--- config.mk ---
export PLATFORM = sky130hd
export DESIGN_NAME = nl_lights_zone_ctrl_flat
export DESIGN_NICKNAME = d
export VERILOG_FILES = /design/src/rtl/nl_lights_zone_ctrl_pkg.sv /design/src/rtl/nl_lights_zone_ctrl_if.sv /design/src/rtl/nl_lights_zone_ctrl_zone.sv /design/src/rtl/nl_lights_zone_ctrl.sv /design/src/flat_wrapper.sv
export SDC_FILE = /design/constraint.sdc
export NUM_CORES = 1
export LEC_CHECK = 0
export CORE_MARGIN = 4
export CORE_UTILIZATION = 44
export CTS_CLUSTER_SIZE = 16
export DETAILED_ROUTE_END_ITERATION = 8
export PLACE_DENSITY = 0.65
export SKIP_LAST_GASP = 1
export SYNTH_ARGS = -nofsm -noshare
export SYNTH_HDL_FRONTEND = slang
export SYNTH_SLANG_ARGS = --single-unit
--- constraint.sdc ---
create_clock -name clk -period 5.21 [get_ports clk]
set_clock_uncertainty 0.05 [all_clocks]
set_input_delay 1.3025 -clock clk [delete_from_list [all_inputs] [get_ports clk]]
set_output_delay 1.3025 -clock clk [all_outputs]
set_load 0.03 [all_outputs]
--- src/rtl/nl_lights_zone_ctrl_pkg.sv ---
// ---------------------------------------------------------------------------
// nl_lights_pkg
// Shared types and default constants for the multi-zone lights controller.
//   zone_state_t     : per-zone FSM state (OFF / TIMED / FORCED)
//   DEF_NZONES       : default zone count
//   DEF_HOLD_CYCLES  : default on-time after the last qualified movement
//   DEF_DIM_CYCLES   : default pre-off warning window (LIGHTS_DIM_EN builds)
// ---------------------------------------------------------------------------
package nl_lights_pkg;

  typedef enum logic [1:0] {
    OFF    = 2'd0,
    TIMED  = 2'd1,
    FORCED = 2'd2
  } zone_state_t;

  localparam int unsigned DEF_NZONES      = 32'd4;
  localparam int unsigned DEF_HOLD_CYCLES = 32'd16;
  localparam int unsigned DEF_DIM_CYCLES  = 32'd4;

endpackage : nl_lights_pkg

--- src/rtl/nl_lights_zone_ctrl_if.sv ---
// ---------------------------------------------------------------------------
// nl_lights_zone_ctrl_if
// Bundles the sensor inputs and relay-driver outputs of the lights controller.
//   dark           : global ambient-dark indication
//   movement       : per-zone motion sensor level
//   force_on       : per-zone manual override
//   turn_on_lights : per-zone light enable (registered in the controller)
//   lights_on_cnt  : number of zones currently lit
//   dim_lights     : per-zone pre-off warning, present only when the
//                    LIGHTS_DIM_EN macro is defined
// Modports: master = sensor/test side, slave = controller side.
// ---------------------------------------------------------------------------
interface nl_lights_zone_ctrl_if #(
  parameter int unsigned NZONES = 32'd4
);

  localparam int unsigned CNT_W = $clog2(NZONES + 32'd1);

  logic              dark;
  logic [NZONES-1:0] movement;
  logic [NZONES-1:0] force_on;
  logic [NZONES-1:0] turn_on_lights;
  logic [CNT_W-1:0]  lights_on_cnt;
`ifdef LIGHTS_DIM_EN
  logic [NZONES-1:0] dim_lights;

  modport master (
    output dark, movement, force_on,
    input  turn_on_lights, lights_on_cnt, dim_lights
  );

  modport slave (
    input  dark, movement, force_on,
    output turn_on_lights, lights_on_cnt, dim_lights
  );
`else
  modport master (
    output dark, movement, force_on,
    input  turn_on_lights, lights_on_cnt
  );

  modport slave (
    input  dark, movement, force_on,
    output turn_on_lights, lights_on_cnt
  );
`endif

endinterface : nl_lights_zone_ctrl_if

--- src/rtl/nl_lights_zone_ctrl_zone.sv ---
// ---------------------------------------------------------------------------
// nl_lights_zone
// One lighting zone: OFF / TIMED / FORCED state machine plus hold counter.
// Optional macro: LIGHTS_DIM_EN adds the dim_o pre-off warning output.
// Ports:
//   clk, reset   : clock and synchronous active-high reset
//   dark_i       : global ambient-dark indication
//   movement_i   : this zone's motion sensor
//   force_on_i   : this zone's manual override
//   light_o      : registered light enable
//   light_d_o    : next value of light_o, lets the top keep its count aligned
//   dim_o        : registered pre-off warning (LIGHTS_DIM_EN only)
// ---------------------------------------------------------------------------
module nl_lights_zone
  import nl_lights_pkg::*;
#(
  parameter int unsigned HOLD_CYCLES = DEF_HOLD_CYCLES
`ifdef LIGHTS_DIM_EN
  , parameter int unsigned DIM_CYCLES = DEF_DIM_CYCLES
`endif
) (
  input  logic clk,
  input  logic reset,
  input  logic dark_i,
  input  logic movement_i,
  input  logic force_on_i,
  output logic light_o,
  output logic light_d_o
`ifdef LIGHTS_DIM_EN
  , output logic dim_o
`endif
);

  localparam int unsigned     CNT_W   = $clog2(HOLD_CYCLES + 32'd1);
  localparam logic [CNT_W-1:0] HOLD_LD = CNT_W'(HOLD_CYCLES);

  zone_state_t      state_q, state_d;
  logic [CNT_W-1:0] cnt_q, cnt_d;
  logic             light_q;
  logic             qual_mv;

  assign qual_mv = dark_i & movement_i;

  // Next-state and counter update, override first, then qualified movement.
  always_comb begin
    state_d = state_q;
    cnt_d   = cnt_q;
    if (force_on_i) begin
      state_d = FORCED;
      cnt_d   = '0;
    end else if (qual_mv) begin
      // Retrigger simply reloads; the hold never accumulates.
      state_d = TIMED;
      cnt_d   = HOLD_LD;
    end else begin
      case (state_q)
        TIMED: begin
          if (!dark_i || (cnt_q == CNT_W'(1))) begin
            state_d = OFF;
            cnt_d   = '0;
          end else begin
            cnt_d   = cnt_q - CNT_W'(1);
          end
        end
        FORCED: begin
          state_d = OFF;
          cnt_d   = '0;
        end
        OFF: begin
          state_d = OFF;
          cnt_d   = '0;
        end
        default: begin
          state_d = OFF;
          cnt_d   = '0;
        end
      endcase
    end
  end

  assign light_d_o = (state_d != OFF);

  // State, counter and light-enable registers.
  always_ff @(posedge clk) begin
    if (reset) begin
      state_q <= OFF;
      cnt_q   <= '0;
      light_q <= 1'b0;
    end else begin
      state_q <= state_d;
      cnt_q   <= cnt_d;
      light_q <= light_d_o;
    end
  end

  assign light_o = light_q;

`ifdef LIGHTS_DIM_EN
  localparam logic [CNT_W-1:0] DIM_LD = CNT_W'(DIM_CYCLES);

  logic dim_q;

  // Warning register, computed from next state so it lines up with light_o.
  always_ff @(posedge clk) begin
    if (reset) begin
      dim_q <= 1'b0;
    end else begin
      dim_q <= (state_d == TIMED) && (cnt_d <= DIM_LD);
    end
  end

  assign dim_o = dim_q;
`endif

endmodule : nl_lights_zone

--- src/rtl/nl_lights_zone_ctrl.sv ---
// ---------------------------------------------------------------------------
// nl_lights_zone_ctrl
// Multi-zone timed lights controller: NZONES independent nl_lights_zone
// instances plus a registered count of lit zones.
// Optional macro: LIGHTS_DIM_EN enables the DIM_CYCLES parameter and the
// dim_lights output on the bus.
// Ports:
//   clk   : clock, all state on the rising edge
//   reset : synchronous active-high reset
//   bus   : nl_lights_zone_ctrl_if slave (sensor inputs, relay outputs)
// ---------------------------------------------------------------------------
module nl_lights_zone_ctrl
  import nl_lights_pkg::*;
#(
  parameter int unsigned NZONES      = DEF_NZONES,
  parameter int unsigned HOLD_CYCLES = DEF_HOLD_CYCLES
`ifdef LIGHTS_DIM_EN
  , parameter int unsigned DIM_CYCLES = DEF_DIM_CYCLES
`endif
) (
  input logic                  clk,
  input logic                  reset,
  nl_lights_zone_ctrl_if.slave bus
);

  localparam int unsigned LCNT_W = $clog2(NZONES + 32'd1);

  logic [NZONES-1:0] light_vec;
  logic [NZONES-1:0] light_d_vec;
  logic [LCNT_W-1:0] lcnt_q, lcnt_d;
`ifdef LIGHTS_DIM_EN
  logic [NZONES-1:0] dim_vec;
`endif

  for (genvar g = 0; g < NZONES; g++) begin : g_zone
    nl_lights_zone #(
      .HOLD_CYCLES (HOLD_CYCLES)
`ifdef LIGHTS_DIM_EN
      , .DIM_CYCLES (DIM_CYCLES)
`endif
    ) u_zone (
      .clk        (clk),
      .reset      (reset),
      .dark_i     (bus.dark),
      .movement_i (bus.movement[g]),
      .force_on_i (bus.force_on[g]),
      .light_o    (light_vec[g]),
      .light_d_o  (light_d_vec[g])
`ifdef LIGHTS_DIM_EN
      , .dim_o    (dim_vec[g])
`endif
    );
  end

  // Population count of the zones' next light values.
  always_comb begin
    lcnt_d = '0;
    for (int i = 0; i < int'(NZONES); i++) begin
      lcnt_d = lcnt_d + LCNT_W'(light_d_vec[i]);
    end
  end

  // Count register; counts next values so it updates with turn_on_lights.
  always_ff @(posedge clk) begin
    if (reset) begin
      lcnt_q <= '0;
    end else begin
      lcnt_q <= lcnt_d;
    end
  end

  assign bus.turn_on_lights = light_vec;
  assign bus.lights_on_cnt  = lcnt_q;
`ifdef LIGHTS_DIM_EN
  assign bus.dim_lights     = dim_vec;
`endif

endmodule : nl_lights_zone_ctrl

--- src/flat_wrapper.sv ---
// flat-port wrapper written by rule: the top's interface ports become plain ports
module nl_lights_zone_ctrl_flat import nl_lights_pkg::*;
#(
  parameter int unsigned NZONES      = DEF_NZONES,
  parameter int unsigned HOLD_CYCLES = DEF_HOLD_CYCLES

)
  (clk, reset, bus_dark, bus_movement, bus_force_on, bus_turn_on_lights, bus_lights_on_cnt);
  nl_lights_zone_ctrl_if #(.NZONES(NZONES)) bus_i ();
  input logic clk;
  input logic reset;
  input wire logic [$bits(bus_i.dark)-1:0] bus_dark;
  input wire logic [$bits(bus_i.movement)-1:0] bus_movement;
  input wire logic [$bits(bus_i.force_on)-1:0] bus_force_on;
  output wire logic [$bits(bus_i.turn_on_lights)-1:0] bus_turn_on_lights;
  output wire logic [$bits(bus_i.lights_on_cnt)-1:0] bus_lights_on_cnt;
  assign bus_i.dark = bus_dark;
  assign bus_i.movement = bus_movement;
  assign bus_i.force_on = bus_force_on;
  assign bus_turn_on_lights = bus_i.turn_on_lights;
  assign bus_lights_on_cnt = bus_i.lights_on_cnt;
  nl_lights_zone_ctrl #(.NZONES(NZONES), .HOLD_CYCLES(HOLD_CYCLES)) u_core (.clk(clk), .reset(reset), .bus(bus_i));
endmodule
Word-level counts from Yosys, hierarchy flattened --
Cells that the tools add are included.
Word-level totals: register bits after elaboration 35, input port bits 11, output and inout bits 7, logic and storage cells 85
Cells by class: add/sub/neg operators 7, equality and inequality tests 8, multiplexer cells 28, bitwise logic cells 8, reduce and logical (&&, ||, !) cells 17
Operator list (number):
- $mux W5 | 12
- $mux W2 | 16
- $eq A5 B1 Y1 const B | 4
- $reduce_or A5 Y1 | 4
- $sub A5 B1 Y5 const B | 4
- $eq A2 B1 Y1 const B | 4
- $reduce_bool A2 Y1 | 4
- $reduce_or A2 Y1 | 4
- $add A3 B1 Y3 | 2
- $and A1 B1 Y1 | 4
- $logic_or A1 B1 Y1 | 4
- $not A1 Y1 | 4
- $add A1 B1 Y2 | 1
- $logic_not A1 Y1 | 1

Logic depth before layout (Yosys ltp) --
Gate-level depths: netlist of the first run.
depth in word-level cells 10, mapped depth 9

By module --
Synthesis of the first run repeated with hierarchy kept, for this count alone.
Unflattened totals: cell total of the unflattened synthesis 150, area total of the unflattened synthesis 1443.9 um^2
By module, submodules not included:
- nl_lights_zone | times used 4, cells each 34, area an instance 325.3 um^2, seq. area each 160.2 um^2
- nl_lights_zone_ctrl | times used 1, cells each 14, area an instance 142.6 um^2, seq. area each 60.1 um^2

Worst setup path before layout of the first run --
Ideal clock, no wire load.
path type in2reg, start input bus_dark, end register u_core.lcnt_q[1] (netlist: u_core.bus.lights_on_cnt[1]), arrival 2.749 ns, setup slack 2.293 ns, stages 7, cell sequence and3b_1 nand2_2 nand3_1 ha_1 fa_1 ha_1 nor2b_1
On the way: cells in the longest elaborated chain, start to end 10, elaborated cells on any way between the ends 32
Ends and longest elaborated chain:
- from (decl) | RTL line flat_wrapper.sv:12 | input wire logic [$bits(bus_i.dark)-1:0] bus_dark;
- $logic_not A1 Y1 | RTL line nl_lights_zone_ctrl_zone.sv:58 | if (!dark_i || (cnt_q == CNT_W'(1))) begin
- $logic_or A1 B1 Y1 | RTL line nl_lights_zone_ctrl_zone.sv:58
- $mux W2 | RTL line nl_lights_zone_ctrl_zone.sv:58
- $mux W2 | RTL line nl_lights_zone_ctrl_zone.sv:56 | case (state_q)
- $mux W2 * | RTL line nl_lights_zone_ctrl_zone.sv:51 | end else if (qual_mv) begin
- $mux W2 * | RTL line nl_lights_zone_ctrl_zone.sv:48 | if (force_on_i) begin
- $reduce_bool A2 Y1 * | RTL line nl_lights_zone_ctrl_zone.sv:81 | assign light_d_o = (state_d != OFF);
- named net u_core.g_zone[1].u_zone.light_d_o | RTL line nl_lights_zone_ctrl_zone.sv:28 | output logic light_d_o
- $add A1 B1 Y2 * | RTL line nl_lights_zone_ctrl.sv:59 | lcnt_d = lcnt_d + LCNT_W'(light_d_vec[i]);
- $add A3 B1 Y3 * (2 in a row) | RTL line nl_lights_zone_ctrl.sv:59
- named net u_core.lcnt_d[1] | RTL line nl_lights_zone_ctrl.sv:30 | logic [LCNT_W-1:0] lcnt_q, lcnt_d;
- to (signal assigned) | RTL line nl_lights_zone_ctrl.sv:68 | lcnt_q <= lcnt_d;
- to (decl) | RTL line nl_lights_zone_ctrl.sv:30
Mark *: on every way through the listed nets, which the timed path passes. The rest lies on a longest branch. A chain may end at the register's enable or synchronous reset.

Worst setup path after layout of the first run --
Ends and elaborated chain as after synthesis.

==> impl_metrics.yaml, run 1 <==
run_status:
  status: "finished, final reports clean"
synth:
  ys_warn_count: 0
  synth_top_area_cell: "dfxtp_1"
  synth-seq-area-share_pct: 47.0
  synth_ff_type: "dfxtp_1"
  yosysMostFrequentCell: "dfxtp_1"
  synth_compound_area_share_pct: 6.54
  synth_edf_count: 0
  ys_seq_elements: 35
  synth-xor-area-share_pct: 7.05
  synthTopCellsByCount: "dfxtp_1 (35), nor2_1 (21), inv_1 (12), xnor2_1 (12), ha_1 (10)"
  syn-cell-area_sq_mm: 0.00149
  synth_top_area_share_pct: 47.0
  synthMuxAreaShare_pct: 0
  synthCells: 151
  synth_top_family_by_area: "simple AND/OR/NAND/NOR gates"
  synth_nets: 173
  synth_area_per_cell_sq_um: 9.88
  synthAdderAreaFrac_pct: 9.73
  netlist_top_cells_area: "dfxtp_1 (47%), ha_1 (8.4%), xnor2_1 (7.0%)"
  async_flop_share_pct: 0
  synthSimpleGateAreaFrac_pct: 24.0
  yosysUniqueCellTypes: 25
global_routing:
  grt_pass1_wl_um: 4190
  overflow: 0
  grt_start_max_net_pins: 26
  grtUsageTotal_pct: 12.6
  grt_pass1_vias: 988
  antenna_found_initial: 0
clock_network:
  cts-buffers-inserted: 5
  clk_pin_slew_ns: 0.10
  cts_resized: 0
  clock_sinks: 35
  cts_setup_buffers: 0
  h-tree-depth: 2
  clockBufferDepth: 2
  hold_buffers: 0
  clock_latency_ns: 0.33
  cts_root_buf: "clkbuf_4"
  cts_tree: "built"
timing:
  min_period_ns: 3.31
  tightest_slew_ns: 0.836
  finalHoldViolations: 0
  period_share_pct: 63.5
  grt_setup_unrepaired: "false"
  slew_headroom_pct: 44.1
  setup_slack_ns: 1.90
  clock.fmax_mhz: 302
  drv_slew: 0
  setup_tns_ns: 0
  hold_slack_ns: 0.414
  setup_viol: 0
placement:
  hpwl_um: 1780
  post-place-ws_ns: 1.52
  gp_congestion: 0.812
  port_buffers: 17
cells_and_area:
  fillers: 304
  drive_gt1_share_pct: 9.41
  nets: 191
  diodes: 0
  areaGrowthSynthToFinish_pct: 15.9
die:
  core-area_sq_mm: 0.00315
  num_io_pins: 18
  num_rows: 20
  die-area_sq_mm: 0.00439
  initial_core_util_pct: 47.3
  die_w_um: 66.2
  die_h_um: 66.2
routing:
  vias_per_cell: 4.83
  drt_pass1_iterations: 4
  num_vias: 1034
  drt_iter0_drc: 61
  drc: 0
  ant_nets: 0
  routed_wl_um: 2360
  detail_route.wl_per_cell_um: 11.0
setup_path:
  cp.arrival_ns: 3.46
  startpoint_type: "input pin"
  cp.required_ns: 5.36
  path_max_fanout: 8
  cp-end-kind: "flip-flop"
  critPathKind: "in -> reg"
power:
  vdd_ir_drop_max_mv: 0.167
  leakagePower_nw: 0.710
  power.density_mw_per_mm2: 271
job:
  cap_viol_max_count: 0
worst_hold_path:
  hp-class: "reg -> reg"
routing by layer:
metal | GRT usage, % | share of wire [%] | vias to the layer above
met4 | 5.33 | 0.76 | 0
met2 | 19.2 | 44 | 22
li1 | - | - | 547
met3 | 5.61 | 6.0 | 2
met5 | 0 | 0 | -
met1 | 15.3 | 49 | 463
layout by cell type (no fill, tap or decap), types with 4 or more instances in the layout:
| cell | count |
|---|---|
| a31oi_1 | 4 |
| and3b_1 | 4 |
| clkbuf_4 | 5 |
| clkdlybuf4s50_1 | 17 |
| dfxtp_1 | 35 |
| ha_1 | 10 |
| inv_1 | 12 |
| nand2_1 | 5 |
| nand3_1 | 8 |
| nor2_1 | 21 |
| nor3_1 | 7 |
| nor3b_1 | 4 |
| xnor2_1 | 12 |
registers in the layout, indices dropped and copies added (netlist names):
register	cells
u_core.g_zone.u_zone.state_q	8
u_core.g_zone.u_zone.light_o	4
u_core.g_zone.u_zone.cnt_q	20
u_core.bus.lights_on_cnt	3
kinds of logic (layout without fill, tap and decap cells):
logic type	count (synthesis)	in the layout
AO/OA/AOI/OAI	12	12
XOR/XNOR	12	12
adder cells (fa/ha/maj)	11	11
buffers and inverters	18	37
flip-flops	35	35
AND/OR/NAND/NOR	63	63
power breakdown:
group	leakage, nW	internal, mW	switching (mW)
clock	0.0347	0.0502	0.0862
sequential	0.286	0.276	0.00296
combinational	0.389	0.0253	0.0284
total	0.710	0.352	0.118
final timing paths:
path / startpoint / endpoint / slack [ns] / cells after the start
worst max-delay path: bus_dark / u_core.bus.lights_on_cnt[1] / 1.90 / 8
worst min-delay path: u_core.g_zone[0].u_zone.cnt_q[0] / u_core.g_zone[0].u_zone.cnt_q[0] / 0.41 / 1
worst max register to register: u_core.g_zone[1].u_zone.cnt_q[0] / u_core.bus.lights_on_cnt[1] / 2.69 / 8
worst min register to register: u_core.g_zone[0].u_zone.cnt_q[0] / u_core.g_zone[0].u_zone.cnt_q[0] / 0.41 / 1
worst max-delay path, stage by stage:
cell	delay, ns
clkdlybuf4s50_1	0.62
and3b_1	0.28
nand2_2	0.09
nand3_1	0.09
ha_1	0.25
fa_1	0.43
ha_1	0.27
nor2b_1	0.12
stage by stage:
| stage | util, % | cells | cell area (sq um) | power (mW) |
|---|---|---|---|---|
| floorplan | - | 151 | 1490 | 0.318 |
| global placement | 53.2 | 206 | 1680 | 0.338 |
| detailed placement | 53.2 | 206 | 1680 | 0.340 |
| CTS | 54.8 | 214 | 1730 | 0.479 |
| global route | 54.8 | 214 | 1730 | 0.497 |
| finish | 54.8 | 214 | 1730 | 0.469 |
final cells by class:
cell class	count	area, sq um	area share (%)
multi-input cells	98	706	40.8
flip-flops and latches	35	701	40.5
repair buffers	17	170	9.84
well taps	44	55.1	3.18
inverters	12	45.0	2.60
clock buffers	5	37.5	2.17
clock inverters	3	15.0	0.868
(Power assumes the default switching activity.)
==> inputs of run 2 (changes only) <==
PLACE_DENSITY = 0.68   (was 0.65)
clock period = 3 ns   (was 5.21 ns; I/O delays follow)
==> impl_metrics.yaml, run 2 (synthesis gave the netlist of run 1 again) <==
run_status:
  status: "finished, final reports clean"
clock_network:
  cts_setup_buffers: 0
  clock_sinks: 35
  h-tree-depth: 2
  hold_buffers: 0
  clock_latency_ns: 0.33
  cts_root_buf: "clkbuf_4"
  cts-buffers-inserted: 5
  clk_pin_slew_ns: 0.11
  cts_resized: 0
  clockBufferDepth: 2
  cts_tree: "built"
worst_hold_path:
  hp-class: "reg -> reg"
cells_and_area:
  fillers: 306
  final_cell_mix: "dfxtp_1 (35), nor2_1 (21), clkdlybuf4s50_1 (17)"
  mostFrequentLayoutCell: "dfxtp_1"
  areaGrowthSynthToFinish_pct: 19.0
  drive_gt1_share_pct: 12.5
  design_area_sq_mm: 0.00177
  nets: 197
  diodes: 0
  final_cells: 220
  largest_register_ff_count: 20
  regMostFlops: "u_core.g_zone.u_zone.cnt_q"
power:
  leakagePower_nw: 0.738
  comb_power_share_pct: 12.0
  power.switching_uw: 207
  switching_share_pct: 25.2
  power.density_mw_per_mm2: 463
  p_int_uw: 614
  p_total_uw: 822
  clockPowerShare_pct: 29.0
  seqPwrFrac_pct: 59.0
  vdd_ir_drop_max_mv: 0.289
timing:
  slew_headroom_pct: 56.9
  min_period_ns: 2.57
  tightest_slew_ns: 0.644
  clock.fmax_mhz: 389
  setup_tns_ns: 0
  setup_viol: 0
  setup_slack_ns: 0.432
  drv_slew: 0
  finalHoldViolations: 0
  period_share_pct: 85.6
  grt_setup_unrepaired: "false"
die:
  core-area_sq_mm: 0.00315
  num_io_pins: 18
  die-area_sq_mm: 0.00439
  die_h_um: 66.2
  num_rows: 20
  die_w_um: 66.2
  initial_core_util_pct: 47.3
global_routing:
  antenna_found_initial: 0
  grt_start_max_net_pins: 20
  grtUsageTotal_pct: 13.5
  overflow: 0
  grt_pass1_wl_um: 4500
  grt_pass1_vias: 1098
setup_path:
  path_max_fanout: 4
  rrSetupSlack_ns: 0.53
  startpoint_type: "input pin"
  cp.arrival_ns: 2.75
  critPathKind: "in -> reg"
  cp.required_ns: 3.19
  cp-end-kind: "flip-flop"
placement:
  gp_congestion: 0.795
  hpwl_um: 2020
  dp_cells: 212
  placed_area_sq_mm: 0.00172
  post-place-ws_ns: 0.0870
  port_buffers: 17
routing:
  detail_route.wl_per_cell_um: 11.5
  vias_per_cell: 4.92
  drt_iter0_drc: 77
  ant_nets: 0
  drc: 0
  drt_pass1_iterations: 4
  num_vias: 1083
  routed_wl_um: 2530
job:
  cap_viol_max_count: 0
## run 2: critical path: stages
cell	delay, ns
clkdlybuf4s50_1	0.48
and3b_1	0.22
nand2_2	0.08
nand3_1	0.08
ha_1	0.32
fa_1	0.42
ha_1	0.27
nor2b_1	0.13
## run 2: metal layers
layer	share of wire (%)	vias to the layer above	global-route usage (%)
met2	47	20	22.9
met1	46	498	14.4
met4	1.9	0	7.36
li1	-	558	-
met5	0	-	0
met3	5.5	7	4.76
## run 2: final cells by class
type                       count  area (sq um)  share of cell area, %
inverter                      12          45.0                   2.54
clock inverter                 3          15.0                  0.846
timing repair buffer          23           215                   12.1
sequential                    35           701                   39.5
multi-input combinational     98           706                   39.8
clock buffer                   5          37.5                   2.12
tap                           44          55.1                   3.10
## run 2: final timing paths
path         cells past startpoint                          endpoint                             start
max reg2reg                      8       u_core.bus.lights_on_cnt[1]  u_core.g_zone[1].u_zone.cnt_q[0]
min reg2reg                      1  u_core.g_zone[0].u_zone.cnt_q[0]  u_core.g_zone[0].u_zone.cnt_q[0]
max                              8       u_core.bus.lights_on_cnt[1]                          bus_dark
min                              1  u_core.g_zone[0].u_zone.cnt_q[0]  u_core.g_zone[0].u_zone.cnt_q[0]
## run 2: stage by stage
step	util [%]	hold WS, ns
after floorplan	-	0.379
after global placement	54.6	0.393
after detailed placement	54.6	0.406
after CTS	56.3	0.430
after global routing	56.3	0.451
final	56.3	0.424
## run 2: power groups by stage
stage / Clock, mW / Combinational [mW] / Sequential (mW)
floorplan: 0 / 0.0477 / 0.505
global placement: 0 / 0.0971 / 0.495
detailed placement: 0 / 0.0991 / 0.496
CTS: 0.249 / 0.0995 / 0.485
global route: 0.266 / 0.109 / 0.486
finish: 0.238 / 0.0983 / 0.485
